**src/rtl/ball_if.sv**
```systemverilog
// Signal bundle between the pong ball controller and the movers, paddles and score display.
// master is the controller side; slave is the surrounding game logic.
interface ball_if #(
    parameter int CWIDTH = 9
);
    logic              start;
    logic [CWIDTH:0]   ball_x;
    logic [CWIDTH:0]   ball_y;
    logic [CWIDTH:0]   left_paddle_y;
    logic [CWIDTH:0]   right_paddle_y;
    logic              move_active;
    logic              x_direction;
    logic              y_direction;
    logic [63:0]       threshold;
    logic [3:0]        score_left;
    logic [3:0]        score_right;
    logic              point_pulse;
    logic              game_over;

    modport master (
        input  start, ball_x, ball_y, left_paddle_y, right_paddle_y,
        output move_active, x_direction, y_direction, threshold,
               score_left, score_right, point_pulse, game_over
    );

    modport slave (
        output start, ball_x, ball_y, left_paddle_y, right_paddle_y,
        input  move_active, x_direction, y_direction, threshold,
               score_left, score_right, point_pulse, game_over
    );
endinterface

```
**src/rtl/ball_controller.sv**
```systemverilog
// Pong ball sequencer: serve delay, wall/paddle bounces with speed-up, scoring and game over.
// Every output is a register; the next value of each is computed in one combinational block.
module ball_controller #(
    parameter int CWIDTH         = 9,
    parameter int SCREEN_W       = 640,
    parameter int SCREEN_H       = 480,
    parameter int PADDLE_H       = 64,
    parameter int BASE_THRESHOLD = 200000,
    parameter int THRESHOLD_STEP = 10000,
    parameter int MIN_THRESHOLD  = 50000,
    parameter int SERVE_DELAY    = 50000000,
    parameter int WIN_SCORE      = 7
) (
    input  logic   clock,
    input  logic   reset,
    ball_if.master bus
);
    typedef enum logic [2:0] {IDLE, SERVE, PLAY, SCORED, OVER} state_t;

    localparam int CNT_W = (SERVE_DELAY > 1) ? $clog2(SERVE_DELAY) : 1;
    localparam logic [CNT_W-1:0]  SERVE_LAST = CNT_W'(SERVE_DELAY - 1);
    localparam logic [CWIDTH:0]   X_LEFT_PAD = (CWIDTH+1)'(1);
    localparam logic [CWIDTH:0]   X_RIGHT_PAD = (CWIDTH+1)'(SCREEN_W - 2);
    localparam logic [CWIDTH:0]   X_RIGHT_GOAL = (CWIDTH+1)'(SCREEN_W - 1);
    localparam logic [CWIDTH:0]   Y_BOTTOM = (CWIDTH+1)'(SCREEN_H - 1);
    localparam logic [CWIDTH+1:0] PAD_SPAN = (CWIDTH+2)'(PADDLE_H - 1);
    localparam logic [63:0]       BASE = 64'(BASE_THRESHOLD);
    localparam logic [63:0]       STEP = 64'(THRESHOLD_STEP);
    localparam logic [63:0]       FLOOR = 64'(MIN_THRESHOLD);
    localparam logic [3:0]        WIN = 4'(WIN_SCORE);

    state_t           state, state_next;
    logic [CNT_W-1:0] cnt, cnt_next;
    logic             move_q, move_next;
    logic             xdir_q, xdir_next;
    logic             ydir_q, ydir_next;
    logic [63:0]      thr_q, thr_next, thr_fast;
    logic [3:0]       sl_q, sl_next, sr_q, sr_next;
    logic             pulse_q, pulse_next;
    logic             over_q, over_next;

    // Paddle range tests one bit wider than the coordinates so paddle_y + span cannot wrap.
    logic [CWIDTH+1:0] by_w, lp_w, rp_w;
    logic              in_left, in_right;
    logic              left_goal, right_goal;

    assign by_w     = {1'b0, bus.ball_y};
    assign lp_w     = {1'b0, bus.left_paddle_y};
    assign rp_w     = {1'b0, bus.right_paddle_y};
    assign in_left  = (by_w >= lp_w) && (by_w <= lp_w + PAD_SPAN);
    assign in_right = (by_w >= rp_w) && (by_w <= rp_w + PAD_SPAN);

    // Ball at x=0 moving left is a point for the right player, and vice versa.
    assign right_goal = (bus.ball_x == '0) && !xdir_q;
    assign left_goal  = (bus.ball_x == X_RIGHT_GOAL) && xdir_q;

    // Comparing before subtracting keeps the speed-up from underflowing below the floor.
    assign thr_fast = (thr_q >= FLOOR + STEP) ? thr_q - STEP : FLOOR;

    always_comb begin
        // NOTE: every signal gets a default before the case so no path leaves it unassigned (no latches).
        state_next = state;
        cnt_next   = cnt;
        move_next  = 1'b0;
        xdir_next  = xdir_q;
        ydir_next  = ydir_q;
        thr_next   = thr_q;
        sl_next    = sl_q;
        sr_next    = sr_q;
        pulse_next = 1'b0;
        over_next  = 1'b0;

        case (state)
            IDLE, OVER: begin
                over_next = (state == OVER);
                if (bus.start) begin
                    state_next = SERVE;
                    cnt_next   = '0;
                    sl_next    = '0;
                    sr_next    = '0;
                    thr_next   = BASE;
                    over_next  = 1'b0;
                end
            end
            SERVE: begin
                if (cnt == SERVE_LAST) begin
                    state_next = PLAY;
                    cnt_next   = '0;
                    move_next  = 1'b1;
                end else begin
                    cnt_next = cnt + 1'b1;
                end
            end
            PLAY: begin
                move_next = 1'b1;
                if (right_goal || left_goal) begin
                    // Scoring wins over any wall flip in the same cycle.
                    move_next  = 1'b0;
                    pulse_next = 1'b1;
                    state_next = SCORED;
                    if (right_goal && sr_q != WIN) sr_next = sr_q + 4'd1;
                    if (left_goal && sl_q != WIN)  sl_next = sl_q + 4'd1;
                end else begin
                    if (bus.ball_y == '0 && !ydir_q)      ydir_next = 1'b1;
                    if (bus.ball_y == Y_BOTTOM && ydir_q) ydir_next = 1'b0;
                    if (bus.ball_x == X_LEFT_PAD && !xdir_q && in_left) begin
                        xdir_next = 1'b1;
                        thr_next  = thr_fast;
                    end
                    if (bus.ball_x == X_RIGHT_PAD && xdir_q && in_right) begin
                        xdir_next = 1'b0;
                        thr_next  = thr_fast;
                    end
                end
            end
            SCORED: begin
                // x_direction already points at the conceding player, so it is simply held.
                thr_next  = BASE;
                ydir_next = !ydir_q;
                cnt_next  = '0;
                if (sl_q == WIN || sr_q == WIN) begin
                    state_next = OVER;
                    over_next  = 1'b1;
                end else begin
                    state_next = SERVE;
                end
            end
            default: state_next = IDLE;
        endcase
    end

    always_ff @(posedge clock or posedge reset) begin
        if (reset) begin
            state   <= IDLE;
            cnt     <= '0;
            move_q  <= 1'b0;
            xdir_q  <= 1'b1;
            ydir_q  <= 1'b1;
            thr_q   <= BASE;
            sl_q    <= '0;
            sr_q    <= '0;
            pulse_q <= 1'b0;
            over_q  <= 1'b0;
        end else begin
            // NOTE: non-blocking assignments so every register samples the pre-edge values.
            state   <= state_next;
            cnt     <= cnt_next;
            move_q  <= move_next;
            xdir_q  <= xdir_next;
            ydir_q  <= ydir_next;
            thr_q   <= thr_next;
            sl_q    <= sl_next;
            sr_q    <= sr_next;
            pulse_q <= pulse_next;
            over_q  <= over_next;
        end
    end

    assign bus.move_active = move_q;
    assign bus.x_direction = xdir_q;
    assign bus.y_direction = ydir_q;
    assign bus.threshold   = thr_q;
    assign bus.score_left  = sl_q;
    assign bus.score_right = sr_q;
    assign bus.point_pulse = pulse_q;
    assign bus.game_over   = over_q;
endmodule

```
**src/flat_wrapper.sv**
```systemverilog
// flat-port wrapper written by rule: the top's interface ports become plain ports
module ball_controller_flat 
#(
    parameter int CWIDTH         = 9,
    parameter int SCREEN_W       = 640,
    parameter int SCREEN_H       = 480,
    parameter int PADDLE_H       = 64,
    parameter int BASE_THRESHOLD = 200000,
    parameter int THRESHOLD_STEP = 10000,
    parameter int MIN_THRESHOLD  = 50000,
    parameter int SERVE_DELAY    = 50000000,
    parameter int WIN_SCORE      = 7
)
  (clock, reset, bus_start, bus_ball_x, bus_ball_y, bus_left_paddle_y, bus_right_paddle_y, bus_move_active, bus_x_direction, bus_y_direction, bus_threshold, bus_score_left, bus_score_right, bus_point_pulse, bus_game_over);
  ball_if #(.CWIDTH(CWIDTH)) bus_i ();
  input  logic clock;
  input  logic reset;
  input wire logic [$bits(bus_i.start)-1:0] bus_start;
  input wire logic [$bits(bus_i.ball_x)-1:0] bus_ball_x;
  input wire logic [$bits(bus_i.ball_y)-1:0] bus_ball_y;
  input wire logic [$bits(bus_i.left_paddle_y)-1:0] bus_left_paddle_y;
  input wire logic [$bits(bus_i.right_paddle_y)-1:0] bus_right_paddle_y;
  output wire logic [$bits(bus_i.move_active)-1:0] bus_move_active;
  output wire logic [$bits(bus_i.x_direction)-1:0] bus_x_direction;
  output wire logic [$bits(bus_i.y_direction)-1:0] bus_y_direction;
  output wire logic [$bits(bus_i.threshold)-1:0] bus_threshold;
  output wire logic [$bits(bus_i.score_left)-1:0] bus_score_left;
  output wire logic [$bits(bus_i.score_right)-1:0] bus_score_right;
  output wire logic [$bits(bus_i.point_pulse)-1:0] bus_point_pulse;
  output wire logic [$bits(bus_i.game_over)-1:0] bus_game_over;
  assign bus_i.start = bus_start;
  assign bus_i.ball_x = bus_ball_x;
  assign bus_i.ball_y = bus_ball_y;
  assign bus_i.left_paddle_y = bus_left_paddle_y;
  assign bus_i.right_paddle_y = bus_right_paddle_y;
  assign bus_move_active = bus_i.move_active;
  assign bus_x_direction = bus_i.x_direction;
  assign bus_y_direction = bus_i.y_direction;
  assign bus_threshold = bus_i.threshold;
  assign bus_score_left = bus_i.score_left;
  assign bus_score_right = bus_i.score_right;
  assign bus_point_pulse = bus_i.point_pulse;
  assign bus_game_over = bus_i.game_over;
  ball_controller #(.CWIDTH(CWIDTH), .SCREEN_W(SCREEN_W), .SCREEN_H(SCREEN_H), .PADDLE_H(PADDLE_H), .BASE_THRESHOLD(BASE_THRESHOLD), .THRESHOLD_STEP(THRESHOLD_STEP), .MIN_THRESHOLD(MIN_THRESHOLD), .SERVE_DELAY(SERVE_DELAY), .WIN_SCORE(WIN_SCORE)) u_core (.clock(clock), .reset(reset), .bus(bus_i));
endmodule
```
**config.mk**
```make
export PLATFORM = sky130hd
export DESIGN_NAME = ball_controller_flat
export DESIGN_NICKNAME = d
export VERILOG_FILES = /design/src/rtl/ball_if.sv /design/src/rtl/ball_controller.sv /design/src/flat_wrapper.sv
export SDC_FILE = /design/constraint.sdc
export NUM_CORES = 1
export LEC_CHECK = 0
export ABC_AREA = 1
export CAP_MARGIN = 20
export CORE_MARGIN = 5
export CORE_UTILIZATION = 50
export CTS_BUF_LIST = sky130_fd_sc_hd__clkbuf_8
export CTS_CLUSTER_SIZE = 20
export DETAILED_ROUTE_END_ITERATION = 8
export MAX_ROUTING_LAYER = met4
export PLACE_DENSITY_LB_ADDON = 0.15
export SETUP_SLACK_MARGIN = 0.05
export SLEW_MARGIN = 10
export SYNTH_ARGS = -nofsm -noshare
export SYNTH_HDL_FRONTEND = slang
export SYNTH_SLANG_ARGS = --single-unit
```
**constraint.sdc**
```tcl
create_clock -name clock -period 4.3 [get_ports clock]
set_input_delay 0.86 -clock clock [delete_from_list [all_inputs] [get_ports clock]]
set_output_delay 0.86 -clock clock [all_outputs]
set_load 0.05 [all_outputs]
```
==> results.yml <==
worst_setup_path:
  crit_type: "input port to flip-flop"
  cp_cell_sequence: "clkdlybuf4s50_1 -> inv_1 -> ha_1 -> inv_1 -> nor2_1 -> nor3_1 -> xor2_1 -> ha_1 -> nand2_1 -> inv_1 -> nand2_1 -> nor2_1 -> nand2_1 -> nand2_1 -> nand2_1 -> nand2_1 -> nand2_1 -> nand3_1 -> nand2_2 -> nand2_2 -> buf_4 -> nand2_1 -> nand2_1"
  critPathMaxStageDelay_ps: 480
  required_ps: 4630
  cp_slowest_cell: "clkdlybuf4s50_1"
  crit_family: "simple AND/OR/NAND/NOR gates"
  cpMostUsedCell: "nand2_1"
  critPathArrivalTime_ps: 3850
  crit_fanout: 43
  r2r_slack_ps: 1570
  worst_setup_path_end_kind: "flip-flop"
  startpoint_type: "input port"
  cp.buffers_inverters: 5
grt:
  grt_max_degree: 62
  grt_use_met1_pct: 30.0
  use_met2_pct: 40.0
  busiest_layer: "met2"
  met3_usage_pct: 3.73
  grt_pass1_vias: 8072
  grt_usage_pct: 24.0
  antenna_found_initial: 0
  grt_pass1_wl_um: 38500
  grt_overflow_total: 0
power_and_ir_drop:
  p_leak_nw: 5.23
  ir_drop_mv: 0.356
  powerDensity_nw_per_um2: 751
route:
  drtAntennaViolNets: 0
  dr.pass1.iters: 5
  postRouteWirelength_um: 23000
  vias: 8814
  routedWlPerCell_um: 13.7
  drt_iter0_drc: 499
  drc: 0
  via_per_inst: 5.25
die:
  die_w_um: 141
  die_area_um2: 19900
  rows: 47
  start_util_pct: 51.4
  core_region_area_um2: 16700
  ioPinCount: 120
  die_h_um: 141
sta:
  fmax_mhz: 284
  hold_viol_final: 0
  worst_pin_slew_ps: 929
  slew_violations: 0
  slew_headroom_pct: 37.9
  period_minus_slack_ps: 3520
  skew_ps: 13.6
  period_share_pct: 81.9
  finalSetupViolCount: 0
  fin_setup_tns_ps: 0
  rsz0062_at_grt: "no"
finish:
  syn_to_final_growth_pct: 18.1
  seqCellArea_um2: 2560
  design_area_um2: 10100
  diodes: 0
  final_nets: 1543
  layout-drive-gt1-share_pct: 5.08
  fill_cells: 1638
  multi_input_area_um2: 5270
clocking:
  clock_latency_ps: 390
  h-tree-depth: 3
  clock_path_buffers: 2
  cts_buffers: 9
  cts_root_buffer: "clkbuf_8"
  cts_tree: "done"
  path_clk_slew_ps: 90
  cts.sinks: 102
  post_cts_buffers: 0
  cts_resized: 0
  ctsHoldBuffers: 0
logic_synthesis:
  ys_seq_area_share_pct: 29.9
  synth_edf_count: 0
  yosys_warnings: 0
  yosysTopAreaCell: "dfrtp_1"
  netlist_top_cells_area: "dfrtp_1 27%, nand2_1 18%, nor2_1 9.7%"
  synth_cell_type_count: 47
  ys.flop_type: "dfrtp_1"
  synth_cells: 1351
  async_flop_share_pct: 100
  synth_top_area_share_pct: 27.4
  syn_area_um2: 8580
  ys_ff_latch: 102
  syn_area_per_cell_um2: 6.35
placed_design:
  place_area_um2: 9880
  port_buffers: 115
  place_hpwl_um: 17700
  routabilityCongestion: 0.953
outcome:
  status: "finished clean"
worst_hold_path:
  hold_path.class: "flip-flop to flip-flop"
run:
  drv_cap: 0
stage by stage:
stage               power (mW)  worst slack (ps)  cells  hold WS [ps]  util, %
floorplan                 5.48               778   1354           455        -
global placement          6.77               450   1662           480     59.2
detailed placement        6.82               383   1662           484     59.2
CTS                       7.59               797   1678           498     60.7
global route              8.30               331   1678           511     60.7
finish                    7.60               779   1678           496     60.7
cells in the mapped netlist, types with 5 or more instances:
cell and instances:
dfrtp_1 94, nor2_1 221, nand2_2 6, nor2_4 5, buf_2 9, dfstp_2 8, ha_1 47, xnor2_1 11
nor2_2 12, nand2_1 422, nand3_1 145, a21oi_1 36, o21ai_0 32, buf_4 11, inv_1 145, inv_2 5
xor2_1 28, clkbuf_1 7, nor3_1 32, nand4_1 23
routing by layer:
layer  up-vias  routed length [um]
met5         -                   0
met4         0                 629
met3        41                1070
met2       227               11100
met1      4032               10200
li1       4514                   -
power by group:
group	total (mW)	leakage [nW]	switching, mW	internal (mW)
clock network	0.751	0.126	0.350	0.402
registers	1.51	1.38	0.327	1.18
logic	5.35	3.72	3.76	1.58
cell families (layout without fill, tap and decap cells):
logic type               count (synthesis)  after routing  share of synthesized area, %
XOR/XNOR                                39             39                          3.98
AO/OA/AOI/OAI                           82             82                          5.12
other                                    1              4                        0.0437
adder cells (fa/ha/maj)                 47             47                          6.85
multiplexers                             3              3                         0.379
AND/OR/NAND/NOR                        895            895                          44.8
flip-flops                             102            102                          29.9
buffers and inverters                  182            286                          8.93
area by class of cell:
class	count	area share [%]
clock buffer	10	1.36
clock inverter	6	1.07
tap	220	2.72
timing repair buffer	120	12.0
inverter	150	5.58
multi-input combinational	1070	52.0
sequential	102	25.3
final timing paths:
path / startpoint / cells after the start / endpoint
hold / removal: u_core.cnt[14] / 1 / u_core.cnt[14]
setup reg to reg: u_core.bus.threshold[50] / 10 / u_core.bus.threshold[8]
min in group asynchronous: reset / 2 / u_core.bus.threshold[36]
setup / recovery: bus_left_paddle_y[0] / 23 / u_core.bus.threshold[22]
max in group asynchronous: reset / 3 / u_core.cnt[21]
hold reg to reg: u_core.cnt[14] / 1 / u_core.cnt[14]
layout by cell type, fill, tap and decap left out, types with 2 or more instances in the layout:
cell type        instances
nand3_1                145
o21ai_0                 32
conb_1                   4
clkdlybuf4s50_1        115
or2_2                    3
inv_1                  144
xor2_1                  28
o21bai_1                 3
nand2_1                420
clkbuf_8                10
nand3b_1                 2
buf_12                   2
or2_0                    4
dfstp_2                  8
bufinv_16                3
a21o_1                   2
o22ai_1                  2
xnor2_1                 11
nand3_2                  3
nand4_1                 23
nor2_2                  12
a21oi_1                 36
inv_2                    5
buf_4                    3
mux2_2                   2
and3_1                   3
nand2_2                  8
clkinv_2                 2
nor2_4                   5
nor3_2                   3
o21ai_1                  2
nor4_1                   4
dfrtp_1                 94
nor3_1                  32
nor2_1                 221
and2_1                   2
ha_1                    47
sequential cells by signal, summed over array words and instances, names as in the netlist:
name and flops:
u_core.bus.move_active 1, u_core.bus.y_direction 1, u_core.cnt 26, u_core.state 3
u_core.bus.score_right 4, u_core.bus.point_pulse 1, u_core.bus.x_direction 1, u_core.bus.score_left 4
u_core.bus.threshold 60, u_core.bus.game_over 1
Power figures use the tool's default switching activity.
